`config.mk`:
```
export PLATFORM = sky130hd
export DESIGN_NAME = adder_accumulator
export DESIGN_NICKNAME = d
export VERILOG_FILES = /design/src/rtl/adder_accumulator.sv
export SDC_FILE = /design/constraint.sdc
export NUM_CORES = 1
export LEC_CHECK = 0
export BUFFER_PORTS_ARGS = -buffer_cell sky130_fd_sc_hd__clkbuf_2
export CAP_MARGIN = 20
export CORE_MARGIN = 2
export CORE_UTILIZATION = 45
export DETAILED_ROUTE_END_ITERATION = 10
export MAX_ROUTING_LAYER = met4
export PLACE_DENSITY = 0.72
export SYNTH_ARGS = -nofsm -noshare
export SYNTH_HDL_FRONTEND = slang
export SYNTH_HIERARCHICAL = 1
export SYNTH_SLANG_ARGS = --single-unit
```
`constraint.sdc`:
```
create_clock -name clk -period 2.9 [get_ports clk]
set_clock_uncertainty 0.15 [all_clocks]
set_input_delay 0.145 -clock clk [delete_from_list [all_inputs] [get_ports clk]]
set_output_delay 0.145 -clock clk [all_outputs]
set_load 0.05 [all_outputs]
```
`src/rtl/adder_accumulator.sv`:
```
// Streaming 16-bit accumulator with valid/ready input and valid/ack result handshake.
// Optional build macro ACCUM_SATURATE_EN clamps the accumulator at 16'hFFFF on carry-out.

module adder_16bit (
  input  logic [15:0] a,
  input  logic [15:0] b,
  input  logic        carry_in,
  output logic [15:0] sum,
  output logic        overflow
);
  // Unsigned add; bit 16 of the widened sum is the carry-out.
  assign {overflow, sum} = {1'b0, a} + {1'b0, b} + {16'h0000, carry_in};
endmodule

module adder_accumulator #(
  parameter int NUM_SAMPLES = 8,
  parameter int CNT_W       = 4
) (
  input  logic             clk,
  input  logic             n_rst,
  input  logic             start,
  input  logic             data_valid,
  input  logic [15:0]      data_in,
  output logic             data_ready,
  output logic [15:0]      result,
  output logic             result_valid,
  input  logic             result_ack,
  output logic             overflow_flag,
  output logic [CNT_W-1:0] sample_count
);

  typedef enum logic [1:0] {
    IDLE  = 2'd0,
    ACCUM = 2'd1,
    DONE  = 2'd2
  } state_t;

  localparam logic [CNT_W-1:0] LAST_CNT = CNT_W'(NUM_SAMPLES - 1);
  localparam logic [CNT_W-1:0] CNT_ONE  = CNT_W'(1);

  state_t           state_r;
  logic [15:0]      acc_r;
  logic             ovf_r;
  logic [CNT_W-1:0] cnt_r;
  logic             data_ready_r;
  logic             result_valid_r;

  logic [15:0]      sum_s;
  logic             carry_s;
  logic [15:0]      acc_next_s;
  logic             xfer_s;

  adder_16bit u_adder (
    .a        (acc_r),
    .b        (data_in),
    .carry_in (1'b0),
    .sum      (sum_s),
    .overflow (carry_s)
  );

  // data_ready_r is only ever high in ACCUM, so it alone qualifies a transfer.
  assign xfer_s = data_valid & data_ready_r;

  // Select the value loaded into the accumulator on a transfer.
  always_comb begin
    acc_next_s = sum_s;
`ifdef ACCUM_SATURATE_EN
    if (carry_s) begin
      acc_next_s = 16'hFFFF;
    end else begin
      acc_next_s = sum_s;
    end
`endif
  end

  // Control FSM together with the accumulator datapath and registered handshake outputs.
  always_ff @(posedge clk or negedge n_rst) begin
    if (!n_rst) begin
      state_r        <= IDLE;
      acc_r          <= 16'h0000;
      ovf_r          <= 1'b0;
      cnt_r          <= '0;
      data_ready_r   <= 1'b0;
      result_valid_r <= 1'b0;
    end else begin
      case (state_r)
        IDLE: begin
          if (start) begin
            state_r      <= ACCUM;
            acc_r        <= 16'h0000;
            ovf_r        <= 1'b0;
            cnt_r        <= '0;
            data_ready_r <= 1'b1;
          end
        end
        ACCUM: begin
          if (xfer_s) begin
            acc_r <= acc_next_s;
            ovf_r <= ovf_r | carry_s;
            cnt_r <= cnt_r + CNT_ONE;
            if (cnt_r == LAST_CNT) begin
              state_r        <= DONE;
              data_ready_r   <= 1'b0;
              result_valid_r <= 1'b1;
            end
          end
        end
        DONE: begin
          // start is deliberately not examined here, even alongside result_ack.
          if (result_ack) begin
            state_r        <= IDLE;
            result_valid_r <= 1'b0;
          end
        end
        default: begin
          state_r        <= IDLE;
          data_ready_r   <= 1'b0;
          result_valid_r <= 1'b0;
        end
      endcase
    end
  end

  assign data_ready    = data_ready_r;
  assign result_valid  = result_valid_r;
  assign result        = acc_r;
  assign overflow_flag = ovf_r;
  assign sample_count  = cnt_r;

endmodule

```
==> impl_metrics.env, run 1 <==
export IMPL_syn2layout_area_growth_pct=20.0
export IMPL_synthXorXnorAreaFrac=0.0705
export IMPL_cpPeakStageDelay_ns=0.47
export IMPL_start_kind="flip-flop"
export IMPL_final_core_utilization=0.566
export IMPL_fin_crit_sh=0.958
export IMPL_end_kind="flip-flop"
export IMPL_rsz0062_at_grt="no"
export IMPL_finalSetupViolations=0
export IMPL_vias=1450
export IMPL_cts_tree="built"
export IMPL_start_util=0.472
export IMPL_rows=22
export IMPL_clk_pin_slew_ns=0.09
export IMPL_dp_hpwl_um=2720
export IMPL_min_path_type="in -> reg"
export IMPL_slew_viol_final=0
export IMPL_fp_dieArea_um2=4380
export IMPL_drcViolationCount=0
export IMPL_syn_area_per_cell_um2=10.6
export IMPL_max_slew_margin=0.575
export IMPL_synth_top_cell_area_share=0.359
export IMPL_drtIter0Drc=44
export IMPL_yosys_area_share_simple=0.0971
export IMPL_timing_final_ws_setup_ns=0.121
export IMPL_num_fill_cells=355
export IMPL_cts_made_buffers=3
export IMPL_syn_inst=164
export IMPL_synthArstFlopShare=1.00
export IMPL_path_class="reg -> reg"
export IMPL_synth_fa_ha_area_frac=0.138
export IMPL_crit_top_cell="a21oi_2"
export IMPL_critPathTopFamily="compound AO/OA/AOI/OAI gates"
export IMPL_grt_usage=0.182
export IMPL_wl_per_cell_um=13.7
export IMPL_root_buffer="clkbuf_8"
export IMPL_clock_sinks=25
export IMPL_worstPathArrival_ns=2.78
export IMPL_yosysTopAreaCell="dfrtp_1"
export IMPL_crit_path_top_delay_cell="fa_1"
export IMPL_muxShareOfSynthArea=0.0244
export IMPL_grt_busiest_layer="met2"
export IMPL_synth_distinct_cells=45
export IMPL_path_max_fanout=3
export IMPL_drt_wl_total_um=3560
export IMPL_synth_top_family_by_area="compound AO/OA/AOI/OAI gates"
export IMPL_avgViaCountPerCell=5.58
export IMPL_antenna_found_initial=0
export IMPL_io_pins=44
export IMPL_fin_tns_setup_ns=0
export IMPL_synth_compound_area_frac=0.280
export IMPL_diodes=0
export IMPL_maxCapViolations=0
export IMPL_drt_pass1_iter_count=4
export IMPL_die_y_um=66.2
export IMPL_finalNetCount=252
export IMPL_synth_flop_cell="dfrtp_1"
export IMPL_synth_seq_cells=25
export IMPL_place_congestion=0.795
export IMPL_final_hold_viol_count=0
export IMPL_clk_path_buf_depth=2
export IMPL_synth_warnings=6
export IMPL_whs_ns=0.0677
export IMPL_synth_edf_count=0
export IMPL_drive_above_1_share=0.311
export IMPL_overflow=0
export IMPL_synth_fp_nets=203
export IMPL_dp_slack_ns=0.0420
export IMPL_io_buffers=43
export IMPL_fin_crit_ns=2.78
export IMPL_grt_met1_usage=0.265
export IMPL_grt_pass1_wl_um=6090
export IMPL_crit_chain="fa_1, fa_2, a21oi_2, o21ai_2, a21oi_2, o221ai_2, a221o_1, a21o_1, a21oi_1, nor2_1"
export IMPL_grt_max_degree=26
export IMPL_synth_area_um2=1740
export IMPL_use_met2=0.270
export IMPL_met3_usage=0.0239
export IMPL_htree_levels=1
export IMPL_max_freq_ghz=0.360
export IMPL_ys_seq_area_frac=0.359
export IMPL_outcome="finished clean"
export IMPL_grt_pass1_vias=1330
export IMPL_drtAntennaViolNets=0
export IMPL_cp_required_ns=2.90
export IMPL_ys_top_cells_by_area="dfrtp_1 (36%), ha_1 (12%), a22o_1 (9.1%), xnor2_1 (4.5%), a21oi_1 (3.2%)"
export IMPL_coreArea_um2=3690
export IMPL_cts_setup_buffers=0
export IMPL_insertion_delay_ns=0.27
export IMPL_crit_buf_inv=0
export IMPL_tightest_slew_ns=0.637
export IMPL_die_w_um=66.2
## state kept, by name, indices dropped and copies added, names as in the netlist
signal,cells
result_valid,1
data_ready,1
overflow_flag,1
sample_count,4
state_r,2
result,16
## Yosys cell counts (all sizes together) (3+ instances only)
cell and instances:
nand2b 3, nor2 8, nand2 7, xor2 5, a21oi 14, ha 16, o21ai 10, dfrtp 25
a21o 5, o21bai 3, xnor2 9, nand3 3, buf 3, a22o 18, inv 6
## worst min-delay path: stages
cell and delay, ns:
clkbuf_2 0.11, o21ai_0 0.10, nor2_1 0.09
## what timing repair did
action / 4_1_cts / 5_1_grt
endpoints found under the hold margin: 26 / 0
endpoints found under the setup margin: 0 / 3
hold buffers: 2 / 0
gates resized for setup: 0 / 2
## worst paths after layout
| kind | start | to | slack [ns] | cells after the start |
|---|---|---|---|---|
| max | result[0]$_DFFE_PN0P_ | overflow_flag$_DFFE_PN0P_ | 0.12 | 10 |
| min | start | state_r[0]$_DFFE_PN0P_ | 0.07 | 3 |
| max reg2reg | result[0]$_DFFE_PN0P_ | overflow_flag$_DFFE_PN0P_ | 0.12 | 10 |
| min reg2reg | sample_count[3]$_DFFE_PN0P_ | sample_count[3]$_DFFE_PN0P_ | 0.35 | 1 |
| max in group asynchronous | n_rst | result[0]$_DFFE_PN0P_ | 1.88 | 2 |
| min in group asynchronous | n_rst | result[3]$_DFFE_PN0P_ | 0.28 | 2 |
## cells in the final DEF (no fill, tap or decap), types with 4 or more instances in the layout
cell type / synthesis / final
a21oi_1: 11 / 11
clkbuf_2: 0 / 43
xor2_1: 5 / 5
a21o_1: 4 / 4
dfrtp_1: 25 / 24
inv_1: 6 / 6
a22o_1: 18 / 18
xnor2_1: 9 / 9
ha_1: 16 / 16
nor2_1: 7 / 7
nand2_1: 7 / 7
o21ai_0: 7 / 7
## stage by stage
stage,instance area (µm²),instances
6_report,2090,260
5_1_grt,2090,260
4_1_cts,2070,260
3_5_place_dp,2000,254
3_3_place_gp,2000,254
2_1_floorplan,1740,164
## cell families (layout without fill, tap and decap cells)
family,after synthesis,in the layout
AO/OA/AOI/OAI,63,63
AND/OR/NAND/NOR,30,30
flip-flops,25,25
adder cells (fa/ha/maj),18,18
XOR/XNOR,14,14
buffers and inverters,9,57
multiplexers,4,4
other,1,1
## routing by layer
metal / up-vias / wire length, µm
met5: - / 0
met1: 706 / 1840
met4: 0 / 21
met3: 2 / 120
met2: 25 / 1580
li1: 717 / -
## layout make-up
| type | instances | area, µm² | area share |
|---|---|---|---|
| inverters | 6 | 22.5 | 0.0108 |
| clock inverters | 1 | 7.51 | 0.00359 |
| clock buffers | 3 | 41.3 | 0.0198 |
| well taps | 48 | 60.1 | 0.0288 |
| flip-flops and latches | 25 | 627 | 0.300 |
| repair buffers | 47 | 250 | 0.120 |
| multi-input cells | 130 | 1080 | 0.517 |
Power of run 1 is left out: the tool's default activity adds up to more than one toggle a clock period on the data nets, which glitch-free logic cannot reach.
==> inputs of run 2 (changes only) <==
- CORE_MARGIN: 2 -> 1
==> run 2 against run 1 <==
- global-route usage increased by 2.0 points
- design area is the same
- core utilization unchanged
- register-to-register slack gained 0.07 ns
- non-clock buffer count is the same
- count of clock-buffer cells in the layout is the same
- cell count is the same
- first-iteration DRC count is 64% higher
==> impl_metrics.env, run 2 (synthesis results as in run 1) <==
export IMPL_outcome="finished clean"
export IMPL_coreArea_um2=3690
export IMPL_start_kind="flip-flop"
export IMPL_maxCapViolations=0
export IMPL_final_common_cell="clkbuf_2"
export IMPL_timing_rr_start="result[0]$_DFFE_PN0P_"
export IMPL_end_kind="flip-flop"
export IMPL_htree_levels=1
export IMPL_die_y_um=64.2
export IMPL_grt_max_degree=26
export IMPL_cts_made_buffers=3
export IMPL_io_pins=44
export IMPL_crit_start="result[0]$_DFFE_PN0P_"
export IMPL_place_congestion=0.789
export IMPL_path_max_fanout=3
export IMPL_rows=22
export IMPL_syn2layout_area_growth_pct=20.0
export IMPL_fp_dieArea_um2=4120
export IMPL_drtIter0Drc=72
export IMPL_drt_wl_total_um=3680
export IMPL_final_hold_viol_count=0
export IMPL_fin_tns_setup_ns=0
export IMPL_avgViaCountPerCell=5.61
export IMPL_clock_sinks=25
export IMPL_drtAntennaViolNets=0
export IMPL_vias=1458
export IMPL_die_w_um=64.2
export IMPL_fin_crit_sh=0.935
export IMPL_io_buffers=43
export IMPL_cp_required_ns=2.92
export IMPL_rsz0062_at_grt="no"
export IMPL_dp_cells=253
export IMPL_fin_crit_ns=2.71
export IMPL_path_class="reg -> reg"
export IMPL_drive_above_1_share=0.316
export IMPL_dp_hpwl_um=2680
export IMPL_grt_pass1_vias=1399
export IMPL_start_util=0.472
export IMPL_antenna_found_initial=0
export IMPL_max_slew_margin=0.584
export IMPL_final_core_utilization=0.566
export IMPL_drt_pass1_iter_count=4
export IMPL_grt_usage=0.201
export IMPL_overflow=0
export IMPL_insertion_delay_ns=0.27
export IMPL_diodes=0
export IMPL_grt_pass1_wl_um=6360
export IMPL_cts_tree="built"
export IMPL_min_path_type="in -> reg"
export IMPL_largest_reg_flops=16
export IMPL_mostFrequentLayoutCells="clkbuf_2 (43), dfrtp_1 (24), a22o_1 (18)"
export IMPL_finalSetupViolations=0
export IMPL_finalNonFillerCells=260
export IMPL_wl_per_cell_um=14.2
export IMPL_worstPathArrival_ns=2.73
export IMPL_drcViolationCount=0
export IMPL_finalNetCount=252
export IMPL_tightest_slew_ns=0.624
export IMPL_slew_viol_final=0
export IMPL_max_freq_ghz=0.369
export IMPL_worstHoldStart="start"
export IMPL_clk_pin_slew_ns=0.09
export IMPL_clk_path_buf_depth=2
export IMPL_root_buffer="clkbuf_8"
run 2: changes by cell type in the layout (fill, tap and decap cells not counted):
| cell | before | now |
|---|---|---|
| clkinv_2 | 0 | 1 |
| fa_2 | 1 | 2 |
| clkinvlp_4 | 1 | 0 |
| fa_1 | 1 | 0 |
run 2: through the flow:
step	setup slack (ns)	hold slack, ns	area [µm²]
after floorplan	0.00284	-0.301	1740
after global placement	0.0894	0.0461	2000
after detailed placement	0.0278	0.0460	2000
after CTS	0.0146	0.0476	2060
after global routing	0.0419	0.0980	2090
final	0.190	0.0527	2090
run 2: timing repair:
action	in CTS	in global routing
endpoints found under the setup margin	0	4
resized for setup	0	3
hold endpoints to repair	26	0
buffers inserted	0	1
hold buffers	2	0
run 2: final cells by class:
cell class / instances / area [µm²]
fillers: 351 / 1600
multi-input cells: 130 / 1080
flip-flops and latches: 25 / 627
repair buffers: 47 / 250
well taps: 48 / 60.1
clock buffers: 3 / 41.3
inverters: 6 / 22.5
clock inverters: 1 / 5.00
run 2: layer usage:
metal	track usage	share of wire
met3	0.0375	0.037
met1	0.284	0.51
met5	-	0
met2	0.305	0.45
met4	0.0333	0.0049
run 2: worst max-delay path, cell delays in order (launching register included):
cell and delay, ns:
dfrtp_2 0.43, fa_2 0.41, fa_2 0.37, a21oi_2 0.18
o21ai_2 0.11, a2111oi_4 0.39, o31ai_1 0.11, a21oi_1 0.18
xnor2_1 0.08, a22o_1 0.21
run 2: final timing paths:
path | slack (ns) | cells past startpoint | end
max | 0.19 | 9 | result[10]$_DFFE_PN0P_
min | 0.05 | 3 | data_ready$_DFFE_PN0P_
max reg2reg | 0.19 | 9 | result[10]$_DFFE_PN0P_
min reg2reg | 0.35 | 1 | sample_count[3]$_DFFE_PN0P_
max in group asynchronous | 1.88 | 2 | result[0]$_DFFE_PN0P_
min in group asynchronous | 0.26 | 2 | result[10]$_DFFE_PN0P_
Power of run 2 is left out for the same reason.
==> inputs of run 3 (changes only) <==
- BUFFER_PORTS_ARGS: -buffer_cell sky130_fd_sc_hd__clkbuf_2 -> default
- DONT_BUFFER_PORTS: default -> 1
- PLACE_DENSITY: 0.72 -> default
- SETUP_SLACK_MARGIN: default -> 0.4
==> run 3 against run 2 <==
- flip-flop and latch count stayed put
- sequential share of layout area grew 0.70 points
- non-clock buffer count down 29
- register-to-register slack better by 0.02 ns
- cell count shrank 11%
- global-route usage down 0.094 points
- design area shrank 1.5%
- critical path depth rose by 1
- critical endpoint is now overflow_flag$_DFFE_PN0P_
- highest routed layer unchanged
==> impl_metrics.env, run 3 (synthesis results as in run 1) <==
export IMPL_root_buffer="clkbuf_8"
export IMPL_cp_required_ns=2.89
export IMPL_max_slew_margin=0.612
export IMPL_rows=22
export IMPL_overflow=0
export IMPL_clk_pin_slew_ns=0.09
export IMPL_grt_usage=0.200
export IMPL_drt_pass1_iter_count=4
export IMPL_die_w_um=64.2
export IMPL_rr_worst_depth=10
export IMPL_vias=1351
export IMPL_avgViaCountPerCell=5.85
export IMPL_grt_pass1_wl_um=6410
export IMPL_met2_length_um=1750
export IMPL_outcome="finished clean"
export IMPL_syn2layout_area_growth_pct=18.2
export IMPL_wl_per_cell_um=16.5
export IMPL_io_pins=44
export IMPL_multi_input_area_um2=1130
export IMPL_coreArea_um2=3690
export IMPL_htree_levels=1
export IMPL_num_fill_cells=354
export IMPL_insertion_delay_ns=0.27
export IMPL_dp_hpwl_um=2680
export IMPL_worstHoldStart="start"
export IMPL_antenna_found_initial=0
export IMPL_drcViolationCount=0
export IMPL_drive_above_1_share=0.240
export IMPL_mostFrequentLayoutCells="dfrtp_1 (22), a22o_1 (18), ha_1 (13), buf_4 (13), a21oi_1 (11)"
export IMPL_rrSetupSlack_ns=0.21
export IMPL_min_path_type="in -> reg"
export IMPL_path_max_fanout=3
export IMPL_clk_path_buf_depth=2
export IMPL_rsz0062_at_grt="yes"
export IMPL_grt_max_degree=26
export IMPL_top_layer="met4"
export IMPL_wl_met3_um=226
export IMPL_drt_wl_total_um=3810
export IMPL_fp_dieArea_um2=4120
export IMPL_final_common_cell="dfrtp_1"
export IMPL_clock_sinks=25
export IMPL_fin_tns_setup_ns=0
export IMPL_diodes=0
export IMPL_finalSetupViolations=0
export IMPL_rr_endpoint="overflow_flag$_DFFE_PN0P_"
export IMPL_maxCapViolations=0
export IMPL_die_y_um=64.2
export IMPL_slew_viol_final=0
export IMPL_crit_start="result[0]$_DFFE_PN0P_"
export IMPL_start_util=0.472
export IMPL_cts_tree="built"
export IMPL_fin_crit_ns=2.69
export IMPL_drtIter0Drc=104
export IMPL_path_class="reg -> reg"
export IMPL_end_kind="flip-flop"
export IMPL_largest_reg_flops=16
export IMPL_final_hold_viol_count=0
export IMPL_timing_rr_start="result[0]$_DFFE_PN0P_"
export IMPL_worstPathArrival_ns=2.68
export IMPL_grt_pass1_vias=1371
export IMPL_cts_made_buffers=3
export IMPL_finalNetCount=223
export IMPL_critPathCapture="overflow_flag$_DFFE_PN0P_"
export IMPL_drtAntennaViolNets=0
export IMPL_place_congestion=0.841
export IMPL_seqCellArea_um2=632
export IMPL_io_buffers=0
export IMPL_tightest_slew_ns=0.582
export IMPL_start_kind="flip-flop"
export IMPL_fin_crit_sh=0.927
export IMPL_max_freq_ghz=0.372
export IMPL_wl_met1_um=1810
[run 3: cell count changes in the layout (fill, tap and decap cells not counted), sizes merged]
| cell | delta |
|---|---|
| clkbuf | -43 |
| dlygate4sd3 | +1 |
| clkinvlp | +1 |
| clkinv | -1 |
| buf | +13 |
[run 3: worst min path at each step]
stage,endpoint,slack (ns),cells after the start
after floorplan,data_ready$_DFFE_PN0P_,-0.30,0
after global placement,result[9]$_DFFE_PN0P_,-0.30,0
after detailed placement,result[9]$_DFFE_PN0P_,-0.30,0
after CTS,overflow_flag$_DFFE_PN0P_,0.02,2
after global routing,overflow_flag$_DFFE_PN0P_,0.03,2
final,overflow_flag$_DFFE_PN0P_,0.02,2
[run 3: critical path: stages (launching register included)]
cell and delay, ns:
dfrtp_2 0.42, fa_2 0.36, fa_2 0.38, a21oi_4 0.19
o21ai_4 0.10, a21oi_2 0.18, o221ai_2 0.15, a221o_1 0.31
a21o_1 0.17, a21oi_1 0.12, nor2_1 0.05
[run 3: area by class of cell]
type | count | area share
inverter | 6 | 0.0109
multi-input combinational | 130 | 0.547
clock buffer | 3 | 0.0201
sequential | 25 | 0.307
tap | 48 | 0.0292
timing repair buffer | 18 | 0.0815
clock inverter | 1 | 0.00365
[run 3: metal layers]
layer,up-vias,global-route usage
met5,-,-
met4,0,0.0417
met3,2,0.0357
met2,32,0.305
met1,660,0.279
li1,657,-
[run 3: per-stage QoR]
| stage | hold WS, ns | std cells | setup slack (ns) | cell area [µm²] | util |
|---|---|---|---|---|---|
| after detailed placement | -0.300 | 216 | 0.209 | 1830 | 0.497 |
| after CTS | 0.0170 | 227 | 0.248 | 1970 | 0.534 |
| after floorplan | -0.301 | 164 | 0.424 | 1750 | - |
| final | 0.0183 | 231 | 0.212 | 2060 | 0.558 |
| after global routing | 0.0347 | 231 | 0.0875 | 2060 | 0.558 |
| after global placement | -0.300 | 216 | 0.234 | 1830 | 0.497 |
[run 3: repair_timing]
item / CTS / global route
buffers inserted: 3 / 4
endpoints found under the hold margin: 28 / 0
endpoints found under the setup margin: 5 / 7
gates resized for setup: 1 / 9
hold buffers: 4 / 0
pin swaps: 4 / 7
Power of run 3 is left out for the same reason.
